`src/rtl/writeback_buffer.sv`:
```
// Write-back buffer between the cache memory side and a single-port RAM.
// Evictions are queued (with address coalescing) and drained when the port is idle; refills may be forwarded from the queue.
module writeback_buffer #(
    parameter int WIDTH      = 32,
    parameter int MWIDTH     = 32,
    parameter int ADDR_WIDTH = 16,
    parameter int DEPTH      = 4
) (
    input  logic                  clk,
    input  logic                  reset_n,
    input  logic                  c_wren,
    input  logic [WIDTH-1:0]      c_wraddress,
    input  logic [MWIDTH-1:0]     c_wdata,
    output logic                  c_wr_ready,
    input  logic                  c_rden,
    input  logic [WIDTH-1:0]      c_rdaddress,
    output logic                  c_rvalid,
    output logic [MWIDTH-1:0]     c_q,
    output logic                  buf_empty,
    output logic [ADDR_WIDTH-1:0] ram_address,
    output logic [MWIDTH-1:0]     ram_data_in,
    output logic                  ram_write_enable,
    output logic                  ram_read_enable,
    input  logic [MWIDTH-1:0]     ram_data_out,
    input  logic                  ram_valid_out
);
    localparam int PTR_W = $clog2(DEPTH);
    localparam int CNT_W = $clog2(DEPTH + 1);

    typedef enum logic [2:0] {IDLE, RD_REQ, RD_WAIT, RESP, WR} state_t;

    state_t state_reg, state_next;
    logic   req_reg, req_next;

    logic [WIDTH-1:0]  addr_mem [DEPTH];
    logic [MWIDTH-1:0] data_mem [DEPTH];
    logic [DEPTH-1:0]  valid_reg;
    logic [PTR_W-1:0]  head_reg, tail_reg;
    logic [CNT_W-1:0]  count_reg;

    logic              push, pop, alloc, coalesce, bypass, rd_match;
    logic [DEPTH-1:0]  wr_hit, rd_hit;
    logic [MWIDTH-1:0] fwd_data, hit_data, head_wdata;

    assign c_wr_ready = (count_reg != CNT_W'(DEPTH));
    assign push       = c_wren && c_wr_ready;
    assign pop        = (state_reg == WR);
    assign buf_empty  = (count_reg == '0) && (state_reg == IDLE);

    // The head leaving this cycle cannot absorb a write; a same-address push then allocates anew.
    generate
        for (genvar gi = 0; gi < DEPTH; gi++) begin : g_match
            assign wr_hit[gi] = valid_reg[gi] && (addr_mem[gi] == c_wraddress)
                                && !(pop && (head_reg == PTR_W'(gi)));
            assign rd_hit[gi] = valid_reg[gi] && (addr_mem[gi] == c_rdaddress);
        end
    endgenerate

    assign coalesce = push && (|wr_hit);
    assign alloc    = push && !(|wr_hit);
    assign bypass   = push && (c_wraddress == c_rdaddress);
    assign rd_match = bypass || (|rd_hit);

    always_comb begin
        fwd_data = '0;
        for (int i = 0; i < DEPTH; i++) begin
            if (rd_hit[i]) fwd_data = fwd_data | data_mem[i];
        end
    end

    assign hit_data   = bypass ? c_wdata : fwd_data;
    // A push coalescing into the head on the edge a drain starts must reach RAM.
    assign head_wdata = (push && wr_hit[head_reg]) ? c_wdata : data_mem[head_reg];

    always_comb begin
        state_next = state_reg;
        req_next   = req_reg;
        case (state_reg)
            IDLE: begin
                if (req_reg) begin
                    req_next   = 1'b0;
                    state_next = rd_match ? RESP : RD_REQ;
                end else if (c_rden) begin
                    req_next = 1'b1;
                end else if (count_reg != '0) begin
                    state_next = WR;
                end
            end
            RD_REQ:  state_next = RD_WAIT;
            RD_WAIT: if (ram_valid_out) state_next = RESP;
            RESP:    state_next = IDLE;
            WR:      state_next = IDLE;
            default: state_next = IDLE;
        endcase
    end

    always_ff @(posedge clk) begin
        for (int i = 0; i < DEPTH; i++) begin
            if (alloc && (tail_reg == PTR_W'(i))) begin
                addr_mem[i] <= c_wraddress;
                data_mem[i] <= c_wdata;
            end else if (coalesce && wr_hit[i]) begin
                data_mem[i] <= c_wdata;
            end
        end
    end

    always_ff @(posedge clk or negedge reset_n) begin
        if (!reset_n) begin
            state_reg        <= IDLE;
            req_reg          <= 1'b0;
            valid_reg        <= '0;
            head_reg         <= '0;
            tail_reg         <= '0;
            count_reg        <= '0;
            c_rvalid         <= 1'b0;
            c_q              <= '0;
            ram_address      <= '0;
            ram_data_in      <= '0;
            ram_write_enable <= 1'b0;
            ram_read_enable  <= 1'b0;
        end else begin
            state_reg <= state_next;
            req_reg   <= req_next;

            for (int i = 0; i < DEPTH; i++) begin
                if (alloc && (tail_reg == PTR_W'(i)))     valid_reg[i] <= 1'b1;
                else if (pop && (head_reg == PTR_W'(i)))  valid_reg[i] <= 1'b0;
            end
            if (pop)   head_reg <= head_reg + 1'b1;
            if (alloc) tail_reg <= tail_reg + 1'b1;
            case ({alloc, pop})
                2'b10:   count_reg <= count_reg + 1'b1;
                2'b01:   count_reg <= count_reg - 1'b1;
                default: count_reg <= count_reg;
            endcase

            c_rvalid         <= (state_next == RESP);
            ram_read_enable  <= (state_next == RD_REQ);
            ram_write_enable <= (state_next == WR);
            if ((state_reg == IDLE) && req_reg && rd_match)
                c_q <= hit_data;
            else if ((state_reg == RD_WAIT) && ram_valid_out)
                c_q <= ram_data_out;

            if (state_next == RD_REQ) begin
                ram_address <= c_rdaddress[ADDR_WIDTH-1:0];
            end else if (state_next == WR) begin
                ram_address <= addr_mem[head_reg][ADDR_WIDTH-1:0];
                ram_data_in <= head_wdata;
            end
        end
    end
endmodule
```
`config.mk`:
```
export PLATFORM = sky130hd
export DESIGN_NAME = writeback_buffer
export DESIGN_NICKNAME = d
export VERILOG_FILES = /design/src/rtl/writeback_buffer.sv
export SDC_FILE = /design/constraint.sdc
export NUM_CORES = 1
export LEC_CHECK = 0
export CORE_MARGIN = 1
export CORE_UTILIZATION = 57
export DETAILED_ROUTE_END_ITERATION = 7
export GPL_ROUTABILITY_DRIVEN = 0
export PLACE_DENSITY = 0.79
export SLEW_MARGIN = 20
export SYNTH_ARGS = -nofsm -noshare
export SYNTH_HDL_FRONTEND = slang
export SYNTH_SLANG_ARGS = --single-unit
```
`constraint.sdc`:
```
create_clock -name clk -period 4.2 [get_ports clk]
set_clock_uncertainty 0.15 [all_clocks]
set_input_delay 0.84 -clock clk [delete_from_list [all_inputs] [get_ports clk]]
set_output_delay 0.84 -clock clk [all_outputs]
set_load 0.05 [all_outputs]
```
Word-level counts from Yosys, hierarchy flattened
Memory sizes are Yosys's and may differ from the RTL's.
Cells that the tools add are included.
Widths: inputs -> output; s select.

storage, ports and cells
  bits in registers = 98
  latch bits = 0
  memory bits (writable) = 256
  ROM bits = 0
  input bits = 133
  output and inout port bits = 85
  memories = 2

cells by class
  add/subtract/negate cells = 4
  multiply operators = 0
  divide/modulo/power cells = 0
  magnitude comparators = 1
  equal/unequal tests = 24
  shift operators = 0
  muxes and demuxes = 62
  bitwise operators = 8
  reductions and logical operators = 57

memory list
  name      depth  width  read ports  clocked after Yosys merged registers in  write ports  line  RTL
  addr_mem  4      32     5           0                                        1            35    logic [WIDTH-1:0] addr_mem [DEPTH];
  data_mem  4      32     5           0                                        4            36    logic [MWIDTH-1:0] data_mem [DEPTH];

operators with widths
  kind                 number
  $mux 32              15
  $eq 32x32->1         9
  $or 32x32->32        3
  $reduce_or 32->1     3
  $mux 1               34
  $logic_and 1x1->1    33
  $mux 16              2
  $reduce_bool 2->1    7
  $mux 3               4
  $eq 2x2->1 const B   5
  $pmux 3 s3           1
  $mux 2               4
  $reduce_or 4->1      2
  $eq 2x1->1 const B   3
  $eq 3x1->1 const B   2
  $eq 3x2->1 const B   2
  $eq 3x3->1 const B   2
  $logic_not 3->1      2
  $pmux 3 s2           1
  $logic_not 1->1      5
  $add 2x1->2 const B  2
  $logic_not 2->1      2
  $or 1x1->1           4
  $add 3x1->3 const B  1
  8 further kinds      8

Depth between registers and ports, before layout
  depth after elaboration = 14
  mapped depth = 16
  gate-level depth less buffers = 14

Worst setup path before layout
No wires, ideal clock.

  path kind = input port to flip-flop
  start = input c_wraddress[27]
  end = memory addr_mem[0][0] (enable)
  library setup time = 392 ps
  data arrival time = 3169 ps
  path slack = 489 ps
  stages on the path = 9
  cell sequence = clkbuf_1 xnor2_1 nand4_1 nor4_1 nor4b_1 or3_1 nor3_2 buf_2 and2_1

between the ends
  cells in the longest elaborated chain, start to end = 13
  elaborated cells between the ends (all ways) = 36
  those cells by class = 4 x eq/ne; 14 x mux; 18 x reduce/logical

ends and longest elaborated chain
  item                                                             line  RTL
  start, declared                                                  12    input logic [WIDTH-1:0] c_wraddress,
  $eq 32x32->1                                                     53    assign wr_hit[gi] = valid_reg[gi] && (addr_mem[gi] == c_wraddress)
  $logic_and 1x1->1                                                53
  $logic_and 1x1->1                                                54    && !(pop && (head_reg == PTR_W'(gi)));
  $reduce_or 4->1 *                                                60    assign alloc = push && !(|wr_hit);
  $logic_not 1->1 *                                                60
  $logic_and 1x1->1 *                                              60
  $logic_and 1x1->1                                                99    if (alloc && (tail_reg == PTR_W'(i))) begin
  $mux 1                                                           99
  $mux 1 (not written as such)                                     100   addr_mem[i] <= c_wraddress;
  $reduce_or 32->1 (no line)                                       --
  $mux 2 (no line) / $mux 1 (equally long branches) (3 in series)  --
  end, declared                                                    35

Every way passes the cells marked *; elsewhere a longest branch is shown, timed or not.

Worst setup path in the final report
  start = input c_wraddress[4]
  end = register count_reg[2]

between the ends
  cells in the longest elaborated chain, start to end = 8
  elaborated cells between the ends (all ways) = 19
  those cells by class = 6 x eq/ne; 1 x mux; 12 x reduce/logical

ends and longest elaborated chain
  item                                                    line  RTL
  $eq 32x32->1                                            53
  $logic_and 1x1->1                                       53
  $logic_and 1x1->1                                       54
  $reduce_or 4->1 *                                       60
  $logic_not 1->1 *                                       60
  $logic_and 1x1->1 *                                     60
  $eq 2x1->1 / $eq 2x2->1 (equally long branches)         132   case ({alloc, pop})
  $pmux 3 s2 / $reduce_bool 2->1 (equally long branches)  --
  end signal, assigned                                    133   2'b10: count_reg <= count_reg + 1'b1;
  end signal, assigned                                    134   2'b01: count_reg <= count_reg - 1'b1;
  end signal, assigned                                    135   default: count_reg <= count_reg;
  end, declared                                           39    logic [CNT_W-1:0] count_reg;

Marked as above.
A chain may end at the register's enable or synchronous reset.

==> results_dict.tcl <==
set metrics [dict create \
    status "completed" \
    gr-total-overflow 0 \
    relSlewSlack_pct 40.3 \
    final_layout_size_suffix_gt1_share_pct 18.4 \
    fin_crit_sh_pct 92.4 \
    ys_types 47 \
    die_w_um 180 \
    crit_type "primary input to flip-flop" \
    power_mw 15.2 \
    post_cts_buffers 0 \
    syn_area_um2 18100 \
    holdWs_ns 0.261 \
    met3_length_um 6230 \
    cp-start-kind "primary input" \
    dp_cells 1985 \
    clockBufferDepth 3 \
    synthArstFlopShare_pct 27.7 \
    startpoint "c_wraddress[4]" \
    cp_data_required_time_ns 4.50 \
    rsz0062_at_grt "no" \
    dpl-instance-area_um2 21400 \
    synth_top_area_share_pct 42.4 \
    clkSinkCount 354 \
    fp-row-count 64 \
    r2r_start "head_reg[0]$_DFFE_PN0P_" \
    synth_nets 1523 \
    grt_usage_pct 34.9 \
    hpwl_um 38500 \
    reg_top3 "addr_mem x128, data_mem x128" \
    synth.most_common_cell "edfxtp_1" \
    firstDrtPassIters 6 \
    drt-initial-drc-count 2143 \
    postCtsResizedCells 0 \
    yosysWarnings 0 \
    finalHoldViolCount 0 \
    grt_pass1_vias 13600 \
    final-instance-count-excl-fill 2058 \
    hold_class "primary input to asynchronous set/reset pin" \
    power_density_nw_per_um2 667 \
    clkLatencyLatePin_ns 0.55 \
    die_y_um 180 \
    dieArea_um2 32600 \
    drv_slew 0 \
    syn_to_final_growth_pct 25.4 \
    cts_tree "done" \
    dp_slack_ns -0.0793 \
    synth_edf_count 256 \
    worst_setup_path_end_kind "flip-flop" \
    cts_root_buf "clkbuf_16" \
    start_util_pct 58.6 \
    ys.flop_type "edfxtp_1" \
    grt_pass1_wl_um 84600 \
    cts.clk_slew.worst_paths_ns 0.06 \
    antenna_found_initial 1 \
    ys_ff_latch 354 \
    max_freq_ghz 0.258 \
    wl_met1_um 20100 \
    cp_max_fo 7 \
    vias 13600 \
    cts_made_buffers 39 \
    crit_end "count_reg[2]$_DFFE_PN0P_" \
    wl_per_cell_um 27.2 \
    period_minus_slack_ns 3.88 \
    drt-total-wl_um 56000 \
    met2_length_um 26400 \
    h-tree-depth 2 \
    port_buffers 217 \
    core_area_um2 31000 \
    max_slew.worst_pin.slew_ns 0.895 \
    yosys-top-cells-area "edfxtp_1 42%, dfrtp_1 14%, xnor2_1 7.1%, xor2_1 7.0%, mux4_2 6.0%" \
    max-cap-violations 0 \
    grt_max_degree 72 \
    drcViolationCount 0 \
    final_area_um2 22800 \
    yosysSeqAreaShare_pct 55.9 \
    fin_ws_ns 0.320 \
    avgViaCountPerCell 6.59 \
    ir_drop_mv 0.420 \
    r2r_end "count_reg[2]$_DFFE_PN0P_" \
    top_layer "met4" \
    syn_area_per_cell_um2 13.1 \
    yosysTopAreaCell "edfxtp_1" \
    synth.top_cells.by_count "256 x edfxtp_1, 147 x xnor2_1, 146 x xor2_1" \
    critPathArrivalTime_ns 4.18 \
    design.portCount 218 \
    ant_nets 0 \
    finalSetupViolCount 0 \
    reg2regPathDepth 14 \
    total_leakage_power_nw 7.98 \
    r2r_slack_ns 0.42 \
    syn-instance-count 1380 \
    postCtsHoldBufs 0 \
    nNetsFinal 1773 \
]
## cell type report
cell class                      count  area (um^2)
Sequential cell                   354        10100
Timing Repair Buffer              340         3310
Multi-Input combinational cell    887         7460
Fill cell                        1993         8230
Tap cell                          396          495
Clock inverter                     21          302
Antenna cell                        1         2.50
Inverter                            8         30.0
Clock buffer                       51         1020
## layer usage
metal	vias up	track usage (%)
li1	5700	-
met1	6644	45.9
met2	1029	55.4
met3	194	6.47
met4	0	18.5
met5	-	0
## power by group
part           total (mW)  internal [mW]  switching, mW
Sequential           5.45           4.80          0.648
Clock                3.55           2.11           1.43
Combinational        6.19           2.47           3.72
## placed cells by master (no fill, tap or decap), types with 5 or more instances in the layout
master and instances:
a221o_1 15, a22oi_1 64, a31oi_1 63, and2_1 24, buf_12 17, buf_4 107, bufinv_16 6, clkbuf_1 12
clkbuf_16 39, clkdlybuf4s50_1 216, clkinv_1 5, dfrtp_1 96, edfxtp_1 256, ha_1 9, inv_1 8, mux2_2 63
mux4_2 48, nand2_1 11, nand3_1 43, nand4_1 72, nor2_1 75, nor3_1 7, nor4_1 42, xnor2_1 147
xor2_1 146
## worst max-delay path, cell delays in order
cell,delay (ns)
clkdlybuf4s50_1,0.56
buf_4,0.25
xor2_1,0.16
nor4_1,0.39
nand3_1,0.14
nor4b_1,0.44
or3_1,0.23
nor3_2,0.06
inv_1,0.06
ha_1,0.18
inv_1,0.06
fa_1,0.37
xor2_1,0.16
nor2_1,0.12
xor2_1,0.15
## metrics by stage
stage | TNS (ns) | util, %
2_1_floorplan | 0 | -
3_3_place_gp | 0 | 69.2
3_5_place_dp | -0.0793 | 69.2
4_1_cts | 0 | 73.4
5_1_grt | 0 | 73.4
6_report | 0 | 73.4
## worst min path at each step
stage / slack [ns] / to / depth (start not counted) / start
2_1_floorplan: 0.31 / count_reg[2]$_DFFE_PN0P_ / 1 / count_reg[2]$_DFFE_PN0P_
3_3_place_gp: 0.33 / count_reg[2]$_DFFE_PN0P_ / 1 / count_reg[2]$_DFFE_PN0P_
3_5_place_dp: 0.35 / ram_address[8]$_DFFE_PN0P_ / 1 / ram_address[8]$_DFFE_PN0P_
4_1_cts: 0.30 / c_q[14]$_DFFE_PN0P_ / 1 / reset_n
5_1_grt: 0.32 / c_q[13]$_DFFE_PN0P_ / 1 / reset_n
6_report: 0.26 / c_q[13]$_DFFE_PN0P_ / 1 / reset_n
## cell families (layout without fill, tap and decap cells)
family	Yosys count	after routing	share of synthesized area, %
compound gates	168	168	6.71
buf+inv	139	420	3.29
mux	114	114	10.0
simple gates	302	302	9.21
other cells	0	1	0
flops	354	354	55.9
xor+xnor	293	293	14.1
fa+ha+maj	10	10	0.731
No activity file was read; power rests on OpenSTA's default activity.
